===== src/rtl/hs_arb_pkg.sv =====
// Shared types and widths for the hiscore work-RAM arbiter.
// Optional timeout abort is enabled by defining HS_ARB_TIMEOUT_EN.
package hs_arb_pkg;

    typedef enum logic [2:0] {
        IDLE,
        HALT,
        WAIT_VBL,
        GRANT,
        RELEASE
    } hs_arb_state_t;

    localparam int HS_AW_DEF = 12;
    localparam int HS_DW_DEF = 8;
    localparam int HS_TO_W   = 20;

endpackage


===== src/rtl/hs_arb_timer.sv =====
// Loadable down-counter shared by the release guard and halt timeout.
// expired is high once the count has reached zero.
module hs_arb_timer
    import hs_arb_pkg::*;
#(
    parameter int W = HS_TO_W
) (
    input  logic         clk,
    input  logic         reset,
    input  logic         load,
    input  logic [W-1:0] value,
    output logic         expired
);

    logic [W-1:0] cnt;

    always_ff @(posedge clk) begin
        if (reset) begin
            cnt <= '0;
        end else if (load) begin
            cnt <= value;
        end else if (cnt != '0) begin
            cnt <= cnt - 1'b1;
        end
    end

    assign expired = (cnt == '0);

endmodule


===== src/rtl/hs_ram_arbiter.sv =====
// Shares the work RAM between the CPU and the hiscore engine.
// Define HS_ARB_TIMEOUT_EN to abort stalled halt/vblank waits.
module hs_ram_arbiter
    import hs_arb_pkg::*;
#(
    parameter int AW      = HS_AW_DEF,
    parameter int DW      = HS_DW_DEF,
    parameter int GUARD   = 4,
    parameter int TIMEOUT = 2**20
) (
    input  logic          clk,
    input  logic          reset,
    input  logic [AW-1:0] cpu_addr,
    input  logic [DW-1:0] cpu_wdata,
    input  logic          cpu_we,
    input  logic          hs_req,
    input  logic [AW-1:0] hs_addr,
    input  logic [DW-1:0] hs_wdata,
    input  logic          hs_we,
    output logic          hs_gnt,
    output logic [DW-1:0] hs_rdata,
    output logic          hs_rvalid,
    output logic          pause_req,
    input  logic          pause_ack,
    input  logic          vblank,
    output logic [AW-1:0] ram_addr,
    output logic [DW-1:0] ram_wdata,
    output logic          ram_we,
    input  logic [DW-1:0] ram_rdata,
    output logic          busy
`ifdef HS_ARB_TIMEOUT_EN
    ,
    output logic          timeout
`endif
);

    localparam logic [HS_TO_W-1:0] GUARD_LD =
        HS_TO_W'(GUARD - 1);
    localparam logic [HS_TO_W-1:0] TO_LD =
        HS_TO_W'(TIMEOUT - 1);

    hs_arb_state_t state;

    logic tmr_load;
    logic tmr_exp;
    logic to_hit;
    logic in_wait;
    logic halt_entry;
    logic rel_entry;
    logic gnt_entry;
    logic [HS_TO_W-1:0] tmr_val;

`ifdef HS_ARB_TIMEOUT_EN
    assign to_hit = tmr_exp;
`else
    assign to_hit = 1'b0;
`endif

    assign in_wait    = (state == HALT) ||
                        (state == WAIT_VBL);
    assign halt_entry = (state == IDLE) && hs_req;
    assign rel_entry  =
        (in_wait && (!hs_req || to_hit)) ||
        ((state == GRANT) && (!hs_req || !pause_ack));
    assign gnt_entry  = (state == WAIT_VBL) &&
                        !rel_entry && pause_ack && vblank;

    // Guard count is loaded on every way into RELEASE.
    assign tmr_load = halt_entry || rel_entry;
    assign tmr_val  = rel_entry ? GUARD_LD : TO_LD;

    hs_arb_timer #(.W(HS_TO_W)) u_timer (
        .clk     (clk),
        .reset   (reset),
        .load    (tmr_load),
        .value   (tmr_val),
        .expired (tmr_exp)
    );

    always_ff @(posedge clk) begin
        if (reset) begin
            state     <= IDLE;
            pause_req <= 1'b0;
            hs_gnt    <= 1'b0;
            busy      <= 1'b0;
        end else begin
            unique case (state)
                IDLE: begin
                    if (hs_req) begin
                        state     <= HALT;
                        pause_req <= 1'b1;
                        busy      <= 1'b1;
                    end
                end
                HALT: begin
                    if (rel_entry) state <= RELEASE;
                    else if (pause_ack) state <= WAIT_VBL;
                end
                WAIT_VBL: begin
                    if (rel_entry) begin
                        state <= RELEASE;
                    end else if (!pause_ack) begin
                        state <= HALT;
                    end else if (gnt_entry) begin
                        state  <= GRANT;
                        hs_gnt <= 1'b1;
                    end
                end
                GRANT: begin
                    if (rel_entry) begin
                        state  <= RELEASE;
                        hs_gnt <= 1'b0;
                    end
                end
                RELEASE: begin
                    if (tmr_exp) begin
                        state     <= IDLE;
                        pause_req <= 1'b0;
                        busy      <= 1'b0;
                    end
                end
                default: state <= IDLE;
            endcase
        end
    end

`ifdef HS_ARB_TIMEOUT_EN
    always_ff @(posedge clk) begin
        if (reset) timeout <= 1'b0;
        else if (gnt_entry) timeout <= 1'b0;
        else if (in_wait && to_hit) timeout <= 1'b1;
    end
`endif

    assign ram_addr  = hs_gnt ? hs_addr  : cpu_addr;
    assign ram_wdata = hs_gnt ? hs_wdata : cpu_wdata;
    assign ram_we    = hs_gnt ? hs_we    : cpu_we;

    logic          gnt_d;
    logic          rd_q;
    logic [DW-1:0] rdata_q;

    // Covers a read issued in the last GRANT cycle.
    assign hs_rvalid = gnt_d && rd_q;
    assign hs_rdata  = hs_rvalid ? ram_rdata : rdata_q;

    always_ff @(posedge clk) begin
        if (reset) begin
            gnt_d   <= 1'b0;
            rd_q    <= 1'b0;
            rdata_q <= '0;
        end else begin
            gnt_d <= hs_gnt;
            rd_q  <= !hs_we;
            if (hs_rvalid) rdata_q <= ram_rdata;
        end
    end

endmodule


===== config.mk =====
export PLATFORM = sky130hd
export DESIGN_NAME = hs_ram_arbiter
export DESIGN_NICKNAME = d
export VERILOG_FILES = /design/src/rtl/hs_arb_pkg.sv /design/src/rtl/hs_arb_timer.sv /design/src/rtl/hs_ram_arbiter.sv
export SDC_FILE = /design/constraint.sdc
export NUM_CORES = 1
export LEC_CHECK = 0
export BUFFER_PORTS_ARGS = -buffer_cell sky130_fd_sc_hd__buf_4
export CORE_UTILIZATION = 51
export DETAILED_ROUTE_END_ITERATION = 16
export PLACE_DENSITY = 0.94
export RECOVER_POWER = 50
export SYNTH_ARGS = -nofsm -noshare
export SYNTH_HDL_FRONTEND = slang
export SYNTH_SLANG_ARGS = --single-unit

===== constraint.sdc =====
create_clock -name clk -period 3.96 [get_ports clk]
set_clock_uncertainty 0.15 [all_clocks]
set_input_delay 0.792 -clock clk [delete_from_list [all_inputs] [get_ports clk]]
set_output_delay 0.792 -clock clk [all_outputs]
set_load 0.01 [all_outputs]

==> impl_metrics.env <==
export IMPL_status="finished clean"
export IMPL_worstSetupPathType="register to output pin"
export IMPL_relSlewSlack=0.3750
export IMPL_cts_num_sinks=35
export IMPL_clockRootBuffer="clkbuf_8"
export IMPL_min_period_ns=2.765
export IMPL_slowest_delay_ns=0.94
export IMPL_via_count=1808
export IMPL_synth_main_ff_cell="dfxtp_1"
export IMPL_synth_compound_area_frac=0.1141
export IMPL_synth_cell_type_count=52
export IMPL_synth_cells=199
export IMPL_viasPerCell=5.479
export IMPL_antenna_cells=0
export IMPL_syn_to_final_growth_pct=33.02
export IMPL_cp_max_fo=24
export IMPL_postLayoutCoreUtil=0.7161
export IMPL_synthMuxAreaShare=0.1720
export IMPL_synth_top_family_by_area="simple AND/OR/NAND/NOR gates"
export IMPL_start_util=0.5383
export IMPL_post_cts_buffers=0
export IMPL_cts_hold_buf=0
export IMPL_setup_viol=0
export IMPL_n_fill_cell=287
export IMPL_cp_start_kind="register"
export IMPL_drtAntennaViolNets=0
export IMPL_worstMarginPinSlew_ns=0.9362
export IMPL_die_area_sq_um=4147
export IMPL_synth_fp_nets=256
export IMPL_cts_tree="done"
export IMPL_synthAdderAreaFrac=0.01260
export IMPL_fp_dieH_um=64.40
export IMPL_fmax_ghz=0.3617
export IMPL_tns_ns=0
export IMPL_grt_max_degree=25
export IMPL_port_buffers=87
export IMPL_synth_area_sq_um=1986
export IMPL_rsz0062_at_grt="no"
export IMPL_io_pins=88
export IMPL_ys_seq_area_frac=0.3529
export IMPL_gp_congestion=0.8527
export IMPL_grt_usage=0.2576
export IMPL_drive_gt1_frac=0.4574
export IMPL_drt_total_wl_mm=5.131
export IMPL_dr_pass1_iters=4
export IMPL_path_cells="mux2_2 > buf_4"
export IMPL_cts_buffers=5
export IMPL_multi_input_area_sq_um=1142
export IMPL_antenna_found_initial=0
export IMPL_dp_hpwl_mm=3.818
export IMPL_synth_edf_count=0
export IMPL_nets=338
export IMPL_rows=22
export IMPL_yosys_warnings=0
export IMPL_wl_per_cell_um=15.55
export IMPL_synth_xor_area_share=0.06616
export IMPL_async_reset_ff_frac=0
export IMPL_cts_htree_levels=2
export IMPL_total_leakage_power_nw=1.145
export IMPL_cp_data_required_time_ns=3.02
export IMPL_ys_ff_latch=35
export IMPL_cellPowerDensity_nw_per_um2=339.5
export IMPL_grt_pass1_vias=1737
export IMPL_path_clk_slew_ns=0.08
export IMPL_die_w_um=64.40
export IMPL_peakVddDrop_uv=208.5
export IMPL_crit_arrival_ns=1.82
export IMPL_drc=0
export IMPL_clk_latency_ns=0.29
export IMPL_cts_resized_gates=0
export IMPL_hold_viol=0
export IMPL_grt_overflow=0
export IMPL_postSynthAreaPerCell_sq_um=9.978
export IMPL_period_share=0.6982
export IMPL_coreArea_sq_um=3689
export IMPL_regArea_sq_um=700.7
export IMPL_grt_pass1_wl_mm=8.079
export IMPL_synthSimpleGateAreaFrac=0.2268
export IMPL_endpoint_kind="output pin"
export IMPL_drtIter0Drc=110
export IMPL_cpMaxStageDelayCell="dfxtp_1"
export IMPL_hold_path_class="register to register"
export IMPL_drv_cap=0
export IMPL_clockBufferDepth=2
export IMPL_drv_slew=0
==> flip-flops by register name (all words and copies together) (netlist names) <==
name	count
busy	1
gnt_d	1
hs_gnt	1
rd_q	1
rdata_q	8
state	3
u_timer.cnt	20
==> power by group <==
part           switching [mW]  internal [mW]
logic                   0.105          0.117
clock network           0.133          0.122
registers              0.0373          0.382
total                   0.275          0.621
==> cell type report <==
type,instances,area share
inverters,4,0.005685
well taps,48,0.02274
clock inverters,3,0.007579
flip-flops and latches,35,0.2653
multi-input cells,148,0.4325
repair buffers,87,0.2402
clock buffers,5,0.02605
==> cell usage in the layout, fill, tap and decap left out, drive strengths merged, types with 4 or more instances in the layout <==
cell	Yosys	final
inv	4	4
nor3	9	9
mux2	30	30
nor2b	10	10
dfxtp	35	35
a21oi	16	16
nand2	7	7
xnor2	6	6
buf	9	82
xor2	9	9
clkbuf	3	10
nor4	6	6
a31oi	4	4
nor2	9	9
==> per-stage QoR <==
| stage | hold WS [ns] | area [sq um] | setup slack, ns | power [mW] | std cells |
|---|---|---|---|---|---|
| final | 0.3860 | 2641 | 1.195 | 0.8967 | 330 |
| after global routing | 0.4153 | 2641 | 1.069 | 0.9484 | 330 |
| after CTS | 0.3767 | 2693 | 1.182 | 0.9118 | 330 |
| after detailed placement | 0.3602 | 2604 | 1.504 | 0.6555 | 322 |
| after global placement | 0.3486 | 2604 | 1.540 | 0.6466 | 322 |
| after floorplan | 0.3464 | 1986 | 1.717 | 0.5746 | 199 |
==> cell usage after synthesis, types with 2 or more instances <==
cell type	number	share of area
and2_2	2	0.0076
nor2b_1	10	0.032
a31oi_1	4	0.013
nor3_1	8	0.020
nor2_1	9	0.017
nand3_1	3	0.0076
o31ai_1	2	0.0076
xnor2_1	6	0.026
a211oi_1	3	0.011
o21ai_0	2	0.0050
ha_1	2	0.013
inv_1	4	0.0076
a21oi_1	13	0.033
o311a_1	2	0.010
dfxtp_1	35	0.35
mux2_2	29	0.16
xor2_1	9	0.040
buf_6	6	0.034
nor4_1	5	0.016
a21oi_2	3	0.013
or3_1	2	0.0063
nand2_1	7	0.013
clkbuf_1	3	0.0057
nand3b_1	2	0.0076
==> logic make-up (layout without fill, tap and decap cells) <==
logic type	after synthesis	after routing
flops	35	35
buf+inv	16	99
compound gates	34	34
fa+ha+maj	2	2
xor+xnor	15	15
simple gates	67	67
mux	30	30
==> path summary, 6_finish.rpt <==
path / startpoint / end / slack (ns) / cells after the start
worst min register to register: busy / busy / 0.39 / 2
worst min-delay path: busy / busy / 0.39 / 2
worst max register to register: u_timer.cnt[11] / u_timer.cnt[17] / 1.54 / 5
worst max-delay path: hs_gnt / ram_wdata[5] / 1.20 / 2
==> critical path: cells and delay by family (launching register included) <==
| kind | cells | cell delay, ns |
|---|---|---|
| DFF | 1 | 0.94 |
| muxes | 1 | 0.44 |
| buffers and inverters | 1 | 0.15 |
==> metal layers <==
metal | up-vias | track usage | wire, um
li1 | 885 | - | -
met1 | 860 | 0.3071 | 2162
met2 | 58 | 0.4421 | 2671
met3 | 5 | 0.04464 | 227
met4 | 0 | 0.1250 | 69
met5 | - | 0 | 0
(Power assumes the default switching activity.)
